<file path="config.mk">
export PLATFORM = sky130hd
export DESIGN_NAME = led_pattern_driver
export DESIGN_NICKNAME = d
export VERILOG_FILES = /design/src/rtl/led_pattern_pkg.sv /design/src/rtl/led_pattern_driver_tick.sv /design/src/rtl/led_pattern_driver.sv
export SDC_FILE = /design/constraint.sdc
export NUM_CORES = 1
export LEC_CHECK = 0
export CELL_PAD_IN_SITES_DETAIL_PLACEMENT = 0
export CELL_PAD_IN_SITES_GLOBAL_PLACEMENT = 2
export CORE_ASPECT_RATIO = 1.1
export CORE_UTILIZATION = 40
export DETAILED_ROUTE_END_ITERATION = 8
export GPL_TIMING_DRIVEN = 0
export PLACE_DENSITY_LB_ADDON = 0.1
export REMOVE_ABC_BUFFERS = 1
export SLEW_MARGIN = 30
export SYNTH_ARGS = -nofsm -noshare
export SYNTH_HDL_FRONTEND = slang
export SYNTH_SLANG_ARGS = --single-unit
</file>
<file path="constraint.sdc">
create_clock -name clk -period 8.54 [get_ports clk]
set_clock_uncertainty 0.1 [all_clocks]
set_input_delay 1.708 -clock clk [delete_from_list [all_inputs] [get_ports clk]]
set_output_delay 1.708 -clock clk [all_outputs]
set_load 0.02 [all_outputs]
</file>
<file path="src/rtl/led_pattern_pkg.sv">
// Shared types for the multi-channel LED pattern driver.
// Channel timing fields are sized for TIME_WIDTH up to MAX_TIME_WIDTH.
package led_pattern_pkg;

    localparam int MAX_TIME_WIDTH = 16;

    typedef logic [MAX_TIME_WIDTH-1:0] ltime_t;

    typedef enum logic [1:0] {
        MODE_OFF     = 2'd0,
        MODE_ON      = 2'd1,
        MODE_BLINK   = 2'd2,
        MODE_ONESHOT = 2'd3
    } mode_e;

    typedef struct packed {
        mode_e  mode;
        ltime_t period;
        ltime_t high;
        ltime_t phase;
    } chan_t;

    localparam chan_t CHAN_RST = '{
        mode:   MODE_OFF,
        period: ltime_t'(1),
        high:   '0,
        phase:  '0
    };

    function automatic int div_width(input int div);
        return (div > 1) ? $clog2(div) : 1;
    endfunction

endpackage

</file>
<file path="src/rtl/led_pattern_driver_tick.sv">
// Shared tick divider: one-clk pulse every BOARD/TICK_HZ clocks.
// The pulse is registered, so the first one lands DIV clocks after reset.
module tick_generator
    import led_pattern_pkg::*;
#(
    parameter int BOARD_CLOCK_FREQUENCY_IN_HZ = 100_000_000,
    parameter int TICK_HZ                     = 1000
) (
    input  logic clk,
    input  logic rst,
    output logic tick
);

    localparam int DIV = BOARD_CLOCK_FREQUENCY_IN_HZ / TICK_HZ;
    localparam int CW  = div_width(DIV);
    localparam logic [CW-1:0] LAST = CW'(DIV - 1);

    logic [CW-1:0] cnt_q;
    logic [CW-1:0] cnt_d;
    logic          wrap;
    logic          tick_q;

    // Count 0..DIV-1 and flag the wrap.
    always_comb begin
        wrap  = (cnt_q == LAST);
        cnt_d = wrap ? '0 : cnt_q + CW'(1);
    end

    // Divider counter and registered tick pulse.
    always_ff @(posedge clk or posedge rst) begin
        if (rst) begin
            cnt_q  <= '0;
            tick_q <= 1'b0;
        end else begin
            cnt_q  <= cnt_d;
            tick_q <= wrap;
        end
    end

    assign tick = tick_q;

endmodule

</file>
<file path="src/rtl/led_pattern_driver.sv">
// N-channel LED pattern generator (OFF/ON/BLINK/ONESHOT).
// Config writes queue in a one-entry buffer and land on a tick.
module led_pattern_driver
    import led_pattern_pkg::*;
#(
    parameter int BOARD_CLOCK_FREQUENCY_IN_HZ = 100_000_000,
    parameter int TICK_HZ                     = 1000,
    parameter int NUM_CHANNELS                = 4,
    parameter int TIME_WIDTH                  = 12
) (
    input  logic                    clk,
    input  logic                    rst,
    input  logic                    sync,
    input  logic                    cfg_valid,
    output logic                    cfg_ready,
    input  logic [((NUM_CHANNELS > 1) ? $clog2(NUM_CHANNELS) : 1)-1:0] cfg_channel,
    input  logic [1:0]              cfg_mode,
    input  logic [TIME_WIDTH-1:0]   cfg_period,
    input  logic [TIME_WIDTH-1:0]   cfg_high,
    output logic [NUM_CHANNELS-1:0] led,
    output logic [NUM_CHANNELS-1:0] done,
    output logic                    tick
);

    localparam int CH_W = (NUM_CHANNELS > 1) ? $clog2(NUM_CHANNELS) : 1;

    logic                  pend_valid_q, pend_valid_d;
    logic [CH_W-1:0]       pend_ch_q, pend_ch_d;
    mode_e                 pend_mode_q, pend_mode_d;
    logic [TIME_WIDTH-1:0] pend_period_q, pend_period_d;
    logic [TIME_WIDTH-1:0] pend_high_q, pend_high_d;
    logic                  sync_pend_q, sync_pend_d;
    logic                  accept;
    logic                  apply;

    tick_generator #(
        .BOARD_CLOCK_FREQUENCY_IN_HZ(BOARD_CLOCK_FREQUENCY_IN_HZ),
        .TICK_HZ                    (TICK_HZ)
    ) u_tick (
        .clk (clk),
        .rst (rst),
        .tick(tick)
    );

    assign cfg_ready = ~pend_valid_q;
    assign accept    = cfg_valid & cfg_ready;
    assign apply     = tick & pend_valid_q;

    // Pending write buffer and sync request held until the next tick.
    always_comb begin
        pend_valid_d  = pend_valid_q;
        pend_ch_d     = pend_ch_q;
        pend_mode_d   = pend_mode_q;
        pend_period_d = pend_period_q;
        pend_high_d   = pend_high_q;
        sync_pend_d   = tick ? sync : (sync_pend_q | sync);
        if (apply) begin
            pend_valid_d = 1'b0;
        end else if (accept) begin
            pend_valid_d  = 1'b1;
            pend_ch_d     = cfg_channel;
            pend_mode_d   = mode_e'(cfg_mode);
            pend_period_d = cfg_period;
            pend_high_d   = cfg_high;
        end
    end

    // Pending buffer registers; reset drops any queued write.
    always_ff @(posedge clk or posedge rst) begin
        if (rst) begin
            pend_valid_q  <= 1'b0;
            pend_ch_q     <= '0;
            pend_mode_q   <= MODE_OFF;
            pend_period_q <= '0;
            pend_high_q   <= '0;
            sync_pend_q   <= 1'b0;
        end else begin
            pend_valid_q  <= pend_valid_d;
            pend_ch_q     <= pend_ch_d;
            pend_mode_q   <= pend_mode_d;
            pend_period_q <= pend_period_d;
            pend_high_q   <= pend_high_d;
            sync_pend_q   <= sync_pend_d;
        end
    end

    for (genvar i = 0; i < NUM_CHANNELS; i++) begin : g_ch
        chan_t  ch_q, ch_d;
        logic   led_q, led_d;
        logic   done_q, done_d;
        ltime_t eff;

        // Per-tick channel evaluation; an apply or sync only resets phase.
        always_comb begin
            ch_d   = ch_q;
            led_d  = led_q;
            done_d = 1'b0;
            eff    = (ch_q.period == '0) ? ltime_t'(1) : ch_q.period;
            if (tick) begin
                if (apply && (pend_ch_q == CH_W'(i))) begin
                    ch_d.mode   = pend_mode_q;
                    ch_d.period = ltime_t'(pend_period_q);
                    ch_d.high   = ltime_t'(pend_high_q);
                    ch_d.phase  = '0;
                end else begin
                    unique case (ch_q.mode)
                        MODE_OFF: led_d = 1'b0;
                        MODE_ON:  led_d = 1'b1;
                        MODE_BLINK: begin
                            if (sync_pend_q) begin
                                ch_d.phase = '0;
                            end else begin
                                led_d      = (ch_q.phase < ch_q.high);
                                ch_d.phase = (ch_q.phase == eff - ltime_t'(1))
                                           ? '0 : ch_q.phase + ltime_t'(1);
                            end
                        end
                        MODE_ONESHOT: begin
                            if (ch_q.phase == ch_q.high) begin
                                led_d      = 1'b0;
                                done_d     = 1'b1;
                                ch_d.mode  = MODE_OFF;
                                ch_d.phase = '0;
                            end else begin
                                led_d      = 1'b1;
                                ch_d.phase = ch_q.phase + ltime_t'(1);
                            end
                        end
                    endcase
                end
            end
        end

        // Channel state and registered outputs.
        always_ff @(posedge clk or posedge rst) begin
            if (rst) begin
                ch_q   <= CHAN_RST;
                led_q  <= 1'b0;
                done_q <= 1'b0;
            end else begin
                ch_q   <= ch_d;
                led_q  <= led_d;
                done_q <= done_d;
            end
        end

        assign led[i]  = led_q;
        assign done[i] = done_q;
    end

endmodule

</file>
==> flow_metrics.env <==
export IMPL_die_area_sq_um=31900
export IMPL_yosys_area_top_type="dfrtp_1"
export IMPL_die_h_um=187
export IMPL_ctsHtreeMaxLevel=1
export IMPL_dr_pass1_iters=5
export IMPL_yosysWarnings=0
export IMPL_synth_area_leaders="dfrtp_1, nand2_1, ha_1"
export IMPL_routedWlPerCell_um=18.3
export IMPL_reg2reg_slack_ns=4.20
export IMPL_cap_violations=0
export IMPL_grt_ovfl_total=0
export IMPL_clockBufferDepth=3
export IMPL_cp_end_kind="flip-flop"
export IMPL_relSlewSlack_pct=39.9
export IMPL_ctsHoldBuffers=0
export IMPL_grt_pass1_wl_mm=54.3
export IMPL_yosysUniqueCellTypes=66
export IMPL_post_cts_resized=0
export IMPL_ys_ff_latch=224
export IMPL_root_buffer="clkbuf_16"
export IMPL_final_util_pct=46.7
export IMPL_finalWeightedCongestion=0.843
export IMPL_critPathMaxFanout=14
export IMPL_period_needed_ns=4.34
export IMPL_io_buffers=41
export IMPL_synth_edff_count=0
export IMPL_max_freq_ghz=0.230
export IMPL_p_total_uw=2500
export IMPL_clock_latency_ns=0.53
export IMPL_drive_above_1_share_pct=8.44
export IMPL_place_hpwl_mm=23.5
export IMPL_fin_nets=1480
export IMPL_critPathLaunchType="flip-flop"
export IMPL_power_density_nw_per_um2=175
export IMPL_drc=0
export IMPL_required_ns=8.85
export IMPL_fin_crit_sh_pct=50.8
export IMPL_antenna_found_initial=0
export IMPL_clk_pin_slew_ns=0.06
export IMPL_ys_flop_type="dfrtp_1"
export IMPL_hold_path_class="reg -> reg"
export IMPL_initial_core_util_pct=40.8
export IMPL_coreArea_sq_um=30600
export IMPL_n_antenna_cell=0
export IMPL_synth_cell_area_sq_um=12500
export IMPL_worst_slew_pin_slew_ns=0.902
export IMPL_hold_slack_ns=0.376
export IMPL_vias=9838
export IMPL_clock_sinks=224
export IMPL_setup_viol=0
export IMPL_die_x_um=170
export IMPL_grt_pass1_vias=9545
export IMPL_path_class="reg -> reg"
export IMPL_hold_viol_final=0
export IMPL_grt_use_total_pct=21.8
export IMPL_status="finished clean"
export IMPL_num_rows=67
export IMPL_fill_cells=2986
export IMPL_drtIter0Drc=592
export IMPL_pre_cts_slack_ns=4.25
export IMPL_synth_top_area_share_pct=44.1
export IMPL_multi_input_area_sq_um=6340
export IMPL_vias_per_cell=5.39
export IMPL_wirelength_mm=33.4
export IMPL_final_antenna_net_count=0
export IMPL_seq_area_sq_um=5610
export IMPL_ir_drop_uv=244
export IMPL_async_flop_share_pct=100
export IMPL_cts_setup_buffers=0
export IMPL_syn2layout_area_growth_pct=14.4
export IMPL_cts_tree="done"
export IMPL_syn_inst=1362
export IMPL_slew_violations=0
export IMPL_ios=42
export IMPL_rsz0062_at_grt="false"
export IMPL_timing_final_ws_setup_ns=4.20
export IMPL_p_leak_uw=0.00635
export IMPL_crit_arrival_ns=4.65
export IMPL_numCtsBuffers=27
export IMPL_yosysSeqAreaShare_pct=44.9
export IMPL_synth_area_per_cell_sq_um=9.17
export IMPL_grt_max_degree=88
[Yosys cell counts (3+ instances only)]
cell type / count
dfrtp_1: 220
nand2_1: 214
o21ai_0: 102
inv_1: 91
nor2_1: 66
nand3_1: 58
ha_1: 57
a21oi_1: 44
mux2_2: 43
xnor2_1: 42
clkbuf_1: 38
nor3_1: 37
a31oi_1: 36
and3_1: 31
nand4_1: 23
xor2_1: 23
nand2b_1: 18
a22o_1: 16
nor4_1: 15
nor2b_1: 13
nor3b_1: 13
a21o_1: 12
or3_1: 11
a211o_1: 10
buf_4: 9
o21a_1: 9
mux2i_1: 8
a211oi_1: 7
or4_1: 7
o31a_1: 6
a41oi_1: 5
and4_1: 5
o2111ai_1: 5
o21ai_1: 5
a2111oi_0: 4
dfstp_2: 4
o211ai_1: 4
o21bai_1: 4
and4b_1: 3
buf_1: 3
buf_2: 3
nand3b_1: 3
nand4b_1: 3
o31ai_1: 3
[per-stage QoR]
stage                     area, sq um  std cells  setup TNS [ns]
after floorplan                 12200       1307               0
after global placement          13200       1762         -612.67
after detailed placement        13400       1776               0
after CTS                       14300       1824               0
after global routing            14300       1824               0
final                           14300       1824               0
[final timing paths]
check,from,to,cells after the start
setup reg to reg,g_ch[1].ch_q[40]$_DFFE_PP0P_,g_ch[1].ch_q[7]$_DFFE_PP0P_,13
min in group asynchronous,rst,g_ch[3].ch_q[10]$_DFFE_PP0P_,2
max in group asynchronous,rst,g_ch[1].ch_q[32]$_DFFE_PP1P_,5
hold / removal,u_tick.cnt_q[4]$_DFF_PP0_,u_tick.cnt_q[4]$_DFF_PP0_,1
hold reg to reg,u_tick.cnt_q[4]$_DFF_PP0_,u_tick.cnt_q[4]$_DFF_PP0_,1
setup / recovery,g_ch[1].ch_q[40]$_DFFE_PP0P_,g_ch[1].ch_q[7]$_DFFE_PP0P_,13
[kinds of logic (layout without fill, tap and decap cells)]
group / after synthesis / count (layout) / synth area share [%]
compound gates: 288 / 288 / 14.7
xor+xnor: 65 / 65 / 4.56
mux: 51 / 51 / 4.52
flops: 224 / 224 / 44.9
buf+inv: 146 / 194 / 4.81
simple gates: 531 / 531 / 20.8
fa+ha+maj: 57 / 57 / 5.71
[layout by cell type (no fill, tap or decap), types with 7 or more instances in the layout]
master,n
o21ai_0,101
clkbuf_16,27
nor2b_1,12
a21o_1,12
nand3_1,58
or4_1,7
clkdlybuf4s50_1,41
mux2_2,43
nand4_1,23
a31oi_1,36
a21oi_1,44
clkbuf_1,11
a211oi_1,7
or3_1,11
inv_1,90
nor3_1,35
nor2_1,64
a22o_1,16
nand2_1,214
and3_1,31
ha_1,57
dfrtp_1,220
a211o_1,10
nand2b_1,18
xnor2_1,42
xor2_1,23
o21a_1,9
mux2i_1,8
nor4_1,15
nor3b_1,13
[layer usage]
layer  global-route usage [%]  vias up  share of wire, %
li1                         -     4895                 -
met1                     32.0     4756                49
met2                     34.4      154                45
met3                     2.48       33               3.8
met4                     4.54        0               1.6
met5                        0        -                 0
[registers in the layout (all words and copies together), names as in the netlist]
signal	count
pend_mode_q	2
u_tick.tick	1
g_ch.ch_q	168
u_tick.cnt_q	17
sync_pend_q	1
g_ch.led_q	4
pend_ch_q	2
pend_high_q	12
g_ch.done_q	4
pend_period_q	12
pend_valid_q	1
[area by class of cell]
class | instances | area share [%]
clock buffer | 41 | 5.31
timing repair buffer | 55 | 4.41
tap | 414 | 3.62
sequential | 224 | 39.3
inverter | 91 | 2.44
multi-input combinational | 992 | 44.4
clock inverter | 7 | 0.595
[critical path, cell delays in order, from the launching register on]
cell and delay (ns):
dfrtp_1 0.46, nor4_1 0.73, a31oi_1 0.27, ha_1 0.29
nor3b_1 0.22, nand3_1 0.13, mux2_2 0.33, nor4_1 0.16
o2111ai_1 0.20, o41ai_4 0.56, buf_4 0.26, buf_6 0.17
nor3_1 0.06, a211o_1 0.28
[report_power, final]
part           switching [uW]  internal, uW
Combinational            43.3          60.9
Sequential                166          1110
Clock                     447           666
Total                     657          1840
No activity file was read; power rests on OpenSTA's default activity.
